### src/rtl/tq_ram_rd_scan.sv
// tq_ram_rd_scan: read-side drainer for the 128x32 TQ coefficient RAM.
// Fetches one 4x4 block (two RAM rows) at a time, then streams its 16
// coefficients in zig-zag order over a valid/ready handshake to CAVLC.
// Optional build macro: TQ_RD_NZC_EN adds a per-block non-zero count on nzc_o;
// without it nzc_o is tied to zero.
module tq_ram_rd_scan #(
  parameter int unsigned COEF_W = 16,
  parameter int unsigned AW     = 5
) (
  input  logic                clk,
  input  logic                rst,
  input  logic                start_i,
  input  logic [3:0]          blk_base_i,
  input  logic [4:0]          blk_cnt_i,
  output logic                rd,
  output logic [AW-1:0]       raddr,
  input  logic [8*COEF_W-1:0] rdata,
  output logic [COEF_W-1:0]   coef_o,
  output logic                coef_valid_o,
  input  logic                coef_ready_i,
  output logic                coef_last_o,
  output logic [3:0]          blk_idx_o,
  output logic [4:0]          nzc_o,
  output logic                busy_o,
  output logic                done_o
);

  localparam int unsigned ROW_W = 8 * COEF_W;
  localparam int unsigned BLK_W = 2 * ROW_W;

  typedef enum logic [2:0] {
    S_IDLE = 3'd0,
    S_RD0  = 3'd1,
    S_RD1  = 3'd2,
    S_CAP  = 3'd3,
    S_OUT  = 3'd4,
    S_DONE = 3'd5
  } state_t;

  // Zig-zag position -> raster coefficient index within the 4x4 block.
  function automatic logic [3:0] zz_map(input logic [3:0] p);
    logic [3:0] r;
    case (p)
      4'd0:    r = 4'd0;
      4'd1:    r = 4'd1;
      4'd2:    r = 4'd4;
      4'd3:    r = 4'd8;
      4'd4:    r = 4'd5;
      4'd5:    r = 4'd2;
      4'd6:    r = 4'd3;
      4'd7:    r = 4'd6;
      4'd8:    r = 4'd9;
      4'd9:    r = 4'd12;
      4'd10:   r = 4'd13;
      4'd11:   r = 4'd10;
      4'd12:   r = 4'd7;
      4'd13:   r = 4'd11;
      4'd14:   r = 4'd14;
      default: r = 4'd15;
    endcase
    return r;
  endfunction

  state_t             r_state;
  state_t             w_state_nxt;
  logic [3:0]         r_pos;
  logic [3:0]         w_pos_nxt;
  logic [3:0]         r_cur_blk;
  logic [3:0]         w_blk_nxt;
  logic [4:0]         r_rem;
  logic [4:0]         w_rem_nxt;
  logic [BLK_W-1:0]   r_buf;
  logic [BLK_W-1:0]   w_blk_src;
  logic [3:0]         w_zz;

  logic               r_rd;
  logic [AW-1:0]      r_raddr;
  logic [COEF_W-1:0]  r_coef;
  logic               r_coef_valid;
  logic               r_coef_last;
  logic [3:0]         r_blk_idx;
  logic               r_busy;
  logic               r_done;

  logic               w_rd_nxt;
  logic [AW-1:0]      w_raddr_nxt;
  logic [COEF_W-1:0]  w_coef_nxt;
  logic               w_valid_nxt;
  logic               w_last_nxt;
  logic [3:0]         w_blk_idx_nxt;
  logic               w_busy_nxt;
  logic               w_done_nxt;

  // State register.
  always_ff @(posedge clk) begin
    if (rst) r_state <= S_IDLE;
    else     r_state <= w_state_nxt;
  end

  // Next-state and scan-counter update logic.
  always_comb begin
    w_state_nxt = r_state;
    w_pos_nxt   = r_pos;
    w_blk_nxt   = r_cur_blk;
    w_rem_nxt   = r_rem;
    case (r_state)
      S_IDLE: begin
        if (start_i) begin
          if (blk_cnt_i != 5'd0) begin
            w_state_nxt = S_RD0;
            w_blk_nxt   = blk_base_i;
            w_rem_nxt   = blk_cnt_i - 5'd1;
            w_pos_nxt   = 4'd0;
          end else begin
            w_state_nxt = S_DONE;
          end
        end
      end
      S_RD0: w_state_nxt = S_RD1;
      S_RD1: w_state_nxt = S_CAP;
      S_CAP: begin
        w_state_nxt = S_OUT;
        w_pos_nxt   = 4'd0;
      end
      S_OUT: begin
        if (r_coef_valid && coef_ready_i) begin
          w_pos_nxt = r_pos + 4'd1;
          if (r_pos == 4'd15) begin
            w_pos_nxt = 4'd0;
            if (r_rem != 5'd0) begin
              w_state_nxt = S_RD0;
              w_blk_nxt   = r_cur_blk + 4'd1;
              w_rem_nxt   = r_rem - 5'd1;
            end else begin
              w_state_nxt = S_DONE;
            end
          end
        end
      end
      S_DONE:  w_state_nxt = S_IDLE;
      default: w_state_nxt = S_IDLE;
    endcase
  end

  // In CAP the upper row is still on rdata, so the block is assembled on the fly.
  assign w_blk_src = (r_state == S_CAP) ? {rdata, r_buf[ROW_W-1:0]} : r_buf;
  assign w_zz      = zz_map(w_pos_nxt);

  // Output decode from the next state, so every port leaves a flop.
  always_comb begin
    w_rd_nxt      = 1'b0;
    w_raddr_nxt   = '0;
    w_coef_nxt    = '0;
    w_valid_nxt   = 1'b0;
    w_last_nxt    = 1'b0;
    w_blk_idx_nxt = '0;
    w_busy_nxt    = 1'b0;
    w_done_nxt    = 1'b0;
    case (w_state_nxt)
      S_RD0: begin
        w_rd_nxt    = 1'b1;
        w_raddr_nxt = AW'({w_blk_nxt, 1'b0});
        w_busy_nxt  = 1'b1;
      end
      S_RD1: begin
        w_rd_nxt    = 1'b1;
        w_raddr_nxt = AW'({w_blk_nxt, 1'b1});
        w_busy_nxt  = 1'b1;
      end
      S_CAP: w_busy_nxt = 1'b1;
      S_OUT: begin
        w_busy_nxt    = 1'b1;
        w_valid_nxt   = 1'b1;
        w_coef_nxt    = w_blk_src[w_zz*COEF_W +: COEF_W];
        w_last_nxt    = (w_pos_nxt == 4'd15);
        w_blk_idx_nxt = w_blk_nxt;
      end
      S_DONE:  w_done_nxt = 1'b1;
      default: ;
    endcase
  end

  // Scan counters.
  always_ff @(posedge clk) begin
    if (rst) begin
      r_pos     <= '0;
      r_cur_blk <= '0;
      r_rem     <= '0;
    end else begin
      r_pos     <= w_pos_nxt;
      r_cur_blk <= w_blk_nxt;
      r_rem     <= w_rem_nxt;
    end
  end

  // Block buffer: low row captured in RD1, high row in CAP.
  always_ff @(posedge clk) begin
    if (rst) begin
      r_buf <= '0;
    end else if (r_state == S_RD1) begin
      r_buf[ROW_W-1:0] <= rdata;
    end else if (r_state == S_CAP) begin
      r_buf[BLK_W-1:ROW_W] <= rdata;
    end
  end

  // Output registers.
  always_ff @(posedge clk) begin
    if (rst) begin
      r_rd         <= 1'b0;
      r_raddr      <= '0;
      r_coef       <= '0;
      r_coef_valid <= 1'b0;
      r_coef_last  <= 1'b0;
      r_blk_idx    <= '0;
      r_busy       <= 1'b0;
      r_done       <= 1'b0;
    end else begin
      r_rd         <= w_rd_nxt;
      r_raddr      <= w_raddr_nxt;
      r_coef       <= w_coef_nxt;
      r_coef_valid <= w_valid_nxt;
      r_coef_last  <= w_last_nxt;
      r_blk_idx    <= w_blk_idx_nxt;
      r_busy       <= w_busy_nxt;
      r_done       <= w_done_nxt;
    end
  end

`ifdef TQ_RD_NZC_EN
  logic [4:0] w_nzc_cap;
  logic [4:0] r_nzc;

  // Non-zero count over the block as it is being completed in CAP.
  always_comb begin
    w_nzc_cap = '0;
    for (int k = 0; k < 16; k++) begin
      if (w_blk_src[k*COEF_W +: COEF_W] != '0) w_nzc_cap = w_nzc_cap + 5'd1;
    end
  end

  // Count is loaded on CAP->OUT and held for the whole block.
  always_ff @(posedge clk) begin
    if (rst)                   r_nzc <= '0;
    else if (r_state == S_CAP) r_nzc <= w_nzc_cap;
  end

  assign nzc_o = r_nzc;
`else
  assign nzc_o = '0;
`endif

  assign rd           = r_rd;
  assign raddr        = r_raddr;
  assign coef_o       = r_coef;
  assign coef_valid_o = r_coef_valid;
  assign coef_last_o  = r_coef_last;
  assign blk_idx_o    = r_blk_idx;
  assign busy_o       = r_busy;
  assign done_o       = r_done;

endmodule

### config.mk
export PLATFORM = sky130hd
export DESIGN_NAME = tq_ram_rd_scan
export DESIGN_NICKNAME = d
export VERILOG_FILES = /design/src/rtl/tq_ram_rd_scan.sv
export SDC_FILE = /design/constraint.sdc
export NUM_CORES = 1
export LEC_CHECK = 0
export CAP_MARGIN = 25
export CORE_MARGIN = 1
export CORE_UTILIZATION = 60
export CTS_CLUSTER_DIAMETER = 60
export DETAILED_ROUTE_END_ITERATION = 10
export PLACE_DENSITY_LB_ADDON = 0.3
export SLEW_MARGIN = 20
export SYNTH_ARGS = -nofsm -noshare
export SYNTH_HDL_FRONTEND = slang
export SYNTH_SLANG_ARGS = --single-unit
### constraint.sdc
create_clock -name clk -period 9.63 [get_ports clk]
set_input_delay 1.4445 -clock clk [delete_from_list [all_inputs] [get_ports clk]]
set_output_delay 1.4445 -clock clk [all_outputs]
set_load 0.01 [all_outputs]
==> run_results.csv, run 1 <==
group,metric,value,unit
die,dieArea,23100,um^2
placement,io_buffers,170,
cts,clk_transition_reported_paths,0.06,ns
layout,diodes,0,
route,first_pass_iters,9,
route,via_per_inst,6.29,
route,vias,13754,
global_routing,grt_max_degree,160,
global_routing,busiest_layer,"met2",
die,start_util,61.5,%
logic_synthesis,yosysMostFrequentCell,"nand2_1",
global_routing,grtUsageMet1,47.1,%
global_routing,grt_pass1_wl,68.5,mm
pwr,power.total,2.87,mW
cts,clock_path_buffers,3,
setup_path,crit_slowest_cell,"and3_1",
timing,setup_tns,0,ns
setup_path,max_stage_delay,0.87,ns
layout,layout.nets,2035,
placement,post-place-ws,3.63,ns
timing,rsz0062_at_grt,"false",
route,wire_per_inst,20.6,um
logic_synthesis,synthTopCellsByArea,"dfxtp_1 45%, nand2_1 19%, a21oi_1 10%, mux2i_1 6.4%, clkbuf_1 2.8%",
timing,skew,0.0157,ns
die,die_w,152,um
route,drt_iter0_drc,1972,
logic_synthesis,synth_edf_count,0,
cts,cts_tree,"done",
setup_path,cp.required,10.12,ns
cts,post_cts_buffers,0,
setup_path,endpoint_kind,"register",
setup_path,cp.arrival,6.15,ns
timing,fin_crit,5.67,ns
cts,cts_resized,0,
setup_path,critPathKind,"input port to register",
min_path,hp-class,"register to register",
pwr,power_density,178,nW/um^2
cts,clock-sinks,302,
timing,period_share,58.9,%
logic_synthesis,yosysTopAreaCell,"dfxtp_1",
global_routing,antenna_found_initial,0,
route,drc,20,
logic_synthesis,yosys_warnings,0,
placement,gp_congestion,0.992,
logic_synthesis,ys_seq_area_share,44.8,%
cts,clock_tree.root_cell,"clkbuf_16",
timing,hold_violations,0,
logic_synthesis,synth_flop_cell,"dfxtp_1",
pwr,p_leak,5.15,nW
cts,cts_hold_buf,0,
cts,cts.htree.levels,1,
die,ios,176,
logic_synthesis,netlist_instances,1809,
timing,timing.fmax,0.176,GHz
layout,area_delta_synth_final,19.1,%
global_routing,grt_use_total,37.7,%
timing,drv_slew,0,
die,coreArea,22000,um^2
outcome,outcome,"complete, but fails checks",
placement,dpl.cell_count,2130,
die,rows,54,
logic_synthesis,synth_commonest_cells,"695 x nand2_1, 302 x dfxtp_1, 279 x a21oi_1",
outcome,violations,"DRC",
placement,placed_area,15000,um^2
logic_synthesis,synthArstFlopShare,0,%
layout,finalInstanceArea,16100,um^2
logic_synthesis,synth_cell_types,57,
logic_synthesis,synth_area,13500,um^2
setup_path,critPathBufInv,3,
logic_synthesis,yosysTopAreaCellShare,44.8,%
timing,slew_headroom,30.1,%
logic_synthesis,syn_area_per_cell,7.46,um^2
setup_path,crit_family,"compound AO/OA/AOI/OAI gates",
global_routing,gr-usage-met2,59.6,%
layout,drive_gt1_share,3.99,%
route,routed_wirelength,45.0,mm
timing,setup_violations,0,
pwr,ir_drop,154,uV
cts,clk_latency,0.58,ns
die,dieHeight,152,um
global_routing,grt_pass1_vias,12588,
setup_path,crit_chain,"clkdlybuf4s50_1 -> nor2_1 -> a311oi_2 -> o22ai_1 -> a32oi_1 -> inv_1 -> ha_1 -> inv_1 -> a311oi_1 -> o311ai_4 -> and3_1 -> nand2_2 -> o22ai_1 -> nor4_1 -> o21ai_0",
global_routing,grt_overflow,0,
timing,tightest_slew,1.05,ns
job,cap_viol_max_count,0,
layout,final_cells,2187,
cts,cts_inserted_buffers,31,
global_routing,use_met3,8.41,%
setup_path,start_kind,"input port",
setup_path,worstPathMaxFanout,18,
placement,hpwl,29.7,mm
timing,finalWorstSetupSlack,3.96,ns
logic_synthesis,ys_ff_latch,302,
route,ant_nets,0,
-- through the flow --
step	hold slack [ns]	util (%)
floorplan	0.436	-
global placement	0.441	68.5
detailed placement	0.446	68.5
CTS	0.454	73.0
global route	0.472	73.2
finish	0.454	73.2
-- layout by cell type (no fill, tap or decap), types with 17 or more instances in the layout --
| cell | count |
|---|---|
| a31oi_1 | 28 |
| nand4_1 | 19 |
| nand3_1 | 35 |
| nand2_1 | 695 |
| nor2_1 | 30 |
| clkdlybuf4s50_1 | 169 |
| a32oi_1 | 17 |
| nor4_1 | 17 |
| mux2i_1 | 87 |
| o22ai_1 | 34 |
| a21oi_1 | 278 |
| clkbuf_16 | 31 |
| dfxtp_1 | 302 |
-- sequential cells by signal (all words and copies together), names as in the netlist --
signal	cells
blk_idx_o	4
busy_o	1
coef_last_o	1
coef_o	16
coef_valid_o	1
done_o	1
r_buf	256
r_cur_blk	4
r_pos	4
r_rem	5
r_state	3
raddr	5
rd	1
-- worst register-to-register path, delay by kind of cell (launching register included) --
kind	cells	cell delay (ns)
and+or+nand+nor	5	2.53
AOI/OAI and AO/OA	6	1.50
DFF	1	0.77
buffers and inverters	2	0.32
adders and majority gates	1	0.30
-- power by group --
part / total [mW] / leakage (nW) / internal [mW] / switching, mW
Sequential: 1.35 / 2.45 / 1.31 / 0.0401
Combinational: 0.344 / 2.21 / 0.131 / 0.212
Clock: 1.17 / 0.498 / 0.667 / 0.501
-- worst paths after layout --
check / from / to / slack (ns) / cells after the start
max: start_i / coef_o[15] / 3.96 / 15
min: r_buf[104] / r_buf[104] / 0.45 / 2
max reg2reg: r_state[1] / coef_o[15] / 4.13 / 14
min reg2reg: r_buf[104] / r_buf[104] / 0.45 / 2
-- metal layers --
layer / vias to the layer above / share of wire (%)
li1: 6262 / -
met2: 918 / 45
met3: 196 / 11
met4: 0 / 6.7
met5: - / 0
met1: 6378 / 37
-- area by class of cell --
type                       instances  area (um^2)
multi-input combinational       1353         6780
tap                              280          350
sequential                       302         6050
inverter                          14         52.6
clock buffer                      47          936
clock inverter                     8         58.8
fill                            1729         5880
timing repair buffer             183         1860
-- logic make-up after synthesis --
| logic type | after synthesis | synth area share (%) |
|---|---|---|
| buffers and inverters | 158 | 5.43 |
| xor gates and xnor gates | 3 | 0.195 |
| muxes | 87 | 6.45 |
| adders and majority gates | 9 | 0.834 |
| AOI/OAI and AO/OA | 416 | 17.4 |
| other | 1 | 0.0278 |
| DFF | 302 | 44.8 |
| and+or+nand+nor | 833 | 24.9 |
Note: power is estimated with default switching activity, not from simulation.
==> run 2, diff against run 1 <==
--- a/config.mk
+++ b/config.mk
@@ -7,7 +7,7 @@
 export LEC_CHECK = 0
 export CAP_MARGIN = 25
 export CORE_MARGIN = 1
-export CORE_UTILIZATION = 60
+export CORE_UTILIZATION = 55
 export CTS_CLUSTER_DIAMETER = 60
 export DETAILED_ROUTE_END_ITERATION = 10
 export PLACE_DENSITY_LB_ADDON = 0.3
==> constraint.sdc (replaced) <==
create_clock -name clk -period 5.6 [get_ports clk]
set_input_delay 0.84 -clock clk [delete_from_list [all_inputs] [get_ports clk]]
set_output_delay 0.84 -clock clk [all_outputs]
set_load 0.01 [all_outputs]
==> run 2 against run 1 <==
Net effect: clock power grew 85%; combinational power rose by 71%; clock-buffer cell count up 7; hold slack got worse by 0.0021 ns; register-to-register slack lost 3.1 ns; cell count rose by 2.7%; critical path type unchanged; sequential power rose by 73%; critical endpoint is now coef_o[7]; global-route usage shrank 0.53 points; the flow now finishes without violations; setup slack worse by 3.0 ns; largest cell class unchanged; sequential cell count is the same; first-iteration DRC count shrank 20%; largest power group unchanged.
==> run_results.csv, run 2 (same netlist as run 1, synthesis figures left out) <==
group,metric,value,unit
cts,clock-sinks,302,
cts,cts_tree,"done",
cts,clock_tree.root_cell,"clkbuf_16",
global_routing,antenna_found_initial,0,
die,dieHeight,159,um
cts,cts_hold_buf,0,
layout,max_flop_register,"r_buf",
die,die_w,159,um
cts,clk_latency,0.52,ns
timing,setup_tns,0,ns
route,wire_per_inst,20.7,um
timing,slew_headroom,35.7,%
setup_path,endpoint_kind,"register",
timing,period_share,82.9,%
layout,nFillCells,1981,
timing,fin_hold_ws,0.452,ns
setup_path,critPathKind,"input port to register",
min_path,min_to,"r_buf[134]",
global_routing,grt_max_degree,108,
die,ios,176,
timing,hold_violations,0,
die,start_util,56.8,%
pwr,ir_drop,295,uV
layout,final_cells,2245,
layout,final_cell_mix,"695 x nand2_1, 302 x dfxtp_1, 278 x a21oi_1, 169 x clkdlybuf4s50_1, 87 x mux2i_1",
timing,setup_violations,0,
global_routing,grt_use_total,37.1,%
setup_path,r2r_cells,14,
min_path,hp-class,"register to register",
setup_path,worstPathMaxFanout,16,
layout,utilization,68.8,%
setup_path,rr_startpoint,"r_state[1]",
setup_path,reg2reg_slack,1.08,ns
global_routing,grt_pass1_vias,12433,
job,cap_viol_max_count,0,
placement,io_buffers,170,
die,rows,56,
cts,cts_resized,0,
cts,cts_inserted_buffers,34,
cts,clock_path_buffers,3,
global_routing,grt_overflow,0,
cts,clk_transition_reported_paths,0.06,ns
layout,final_common_cell,"nand2_1",
cts,post_cts_buffers,0,
pwr,power.total,5.07,mW
route,vias,13543,
layout,finalInstanceArea,16300,um^2
route,first_pass_iters,6,
timing,finalWorstSetupSlack,0.958,ns
timing,skew,0.0187,ns
route,drc,0,
placement,hpwl,32.1,mm
timing,drv_slew,0,
pwr,p_leak,5.26,nW
route,routed_wirelength,46.5,mm
min_path,min_from,"r_buf[134]",
route,drt_iter0_drc,1586,
setup_path,cp.arrival,5.08,ns
route,via_per_inst,6.03,
pwr,power_density,311,nW/um^2
setup_path,start_kind,"input port",
timing,fin_crit,4.64,ns
placement,gp_congestion,1.03,
timing,tightest_slew,0.964,ns
layout,drive_gt1_share,4.67,%
outcome,outcome,"finished, final reports clean",
route,ant_nets,0,
global_routing,grt_pass1_wl,70.4,mm
die,dieArea,25200,um^2
timing,timing.fmax,0.215,GHz
die,coreArea,23800,um^2
placement,dpl.cell_count,2182,
min_path,hold_depth,2,
layout,area_delta_synth_final,21.0,%
setup_path,r2r-end,"coef_o[7]",
layout,largest_register_ffs,256,
layout,layout.nets,2051,
placement,post-place-ws,0.524,ns
setup_path,worstSetupStartpoint,"blk_cnt_i[1]",
cts,cts.htree.levels,2,
layout,diodes,0,
timing,rsz0062_at_grt,"false",
setup_path,cp.required,6.04,ns
placement,placed_area,15200,um^2
==> run 2: changes by cell type in the layout (fill, tap and decap cells not counted), moves of 2 or more <==
| cell | change |
|---|---|
| buf_4 | +11 |
| clkbuf_8 | -2 |
| clkbuf_1 | +5 |
| clkbuf_16 | +4 |
| inv_6 | +3 |
| clkinv_2 | -2 |
==> run 2: cell type report <==
cell class	count	area, um^2	share of cell area, %
repair buffers	196	1990	12.2
flip-flops and latches	302	6050	37.0
clock buffers	54	1030	6.29
inverters	14	52.6	0.322
clock inverters	7	46.3	0.283
well taps	319	399	2.44
multi-input cells	1353	6780	41.5
==> run 2: power breakdown <==
group | switching (mW) | internal, mW
registers | 0.0705 | 2.26
clock network | 0.894 | 1.26
logic | 0.360 | 0.227
total | 1.32 | 3.75
==> run 2: critical path: stages <==
cell,delay [ns]
clkdlybuf4s50_1,0.44
nor3_1,0.39
a311oi_2,0.23
o22ai_1,0.55
inv_1,0.20
ha_1,0.33
inv_1,0.09
a311oi_1,0.40
o311ai_4,0.16
a21oi_2,0.26
nand2_1,0.43
o22ai_1,0.54
nor4_1,0.10
o21ai_1,0.12
==> run 2: worst max path at each step <==
| stage | cells after the start | slack (ns) | to |
|---|---|---|---|
| after floorplan | 15 | 1.76 | coef_o[11] |
| after global placement | 14 | 0.67 | coef_o[7] |
| after detailed placement | 14 | 0.52 | coef_o[0] |
| after CTS | 14 | 1.03 | coef_o[0] |
| after global routing | 14 | 0.73 | coef_o[7] |
| final | 14 | 0.96 | coef_o[7] |
==> run 2: per-layer routing <==
metal	vias to the layer above	global-route usage (%)	wire, um	share of wire, %
met4	0	19.7	2390	5.1
met3	147	6.53	4560	9.8
met5	-	0	0	0
li1	6275	-	-	-
met2	734	58.0	20800	45
met1	6387	48.9	18800	40
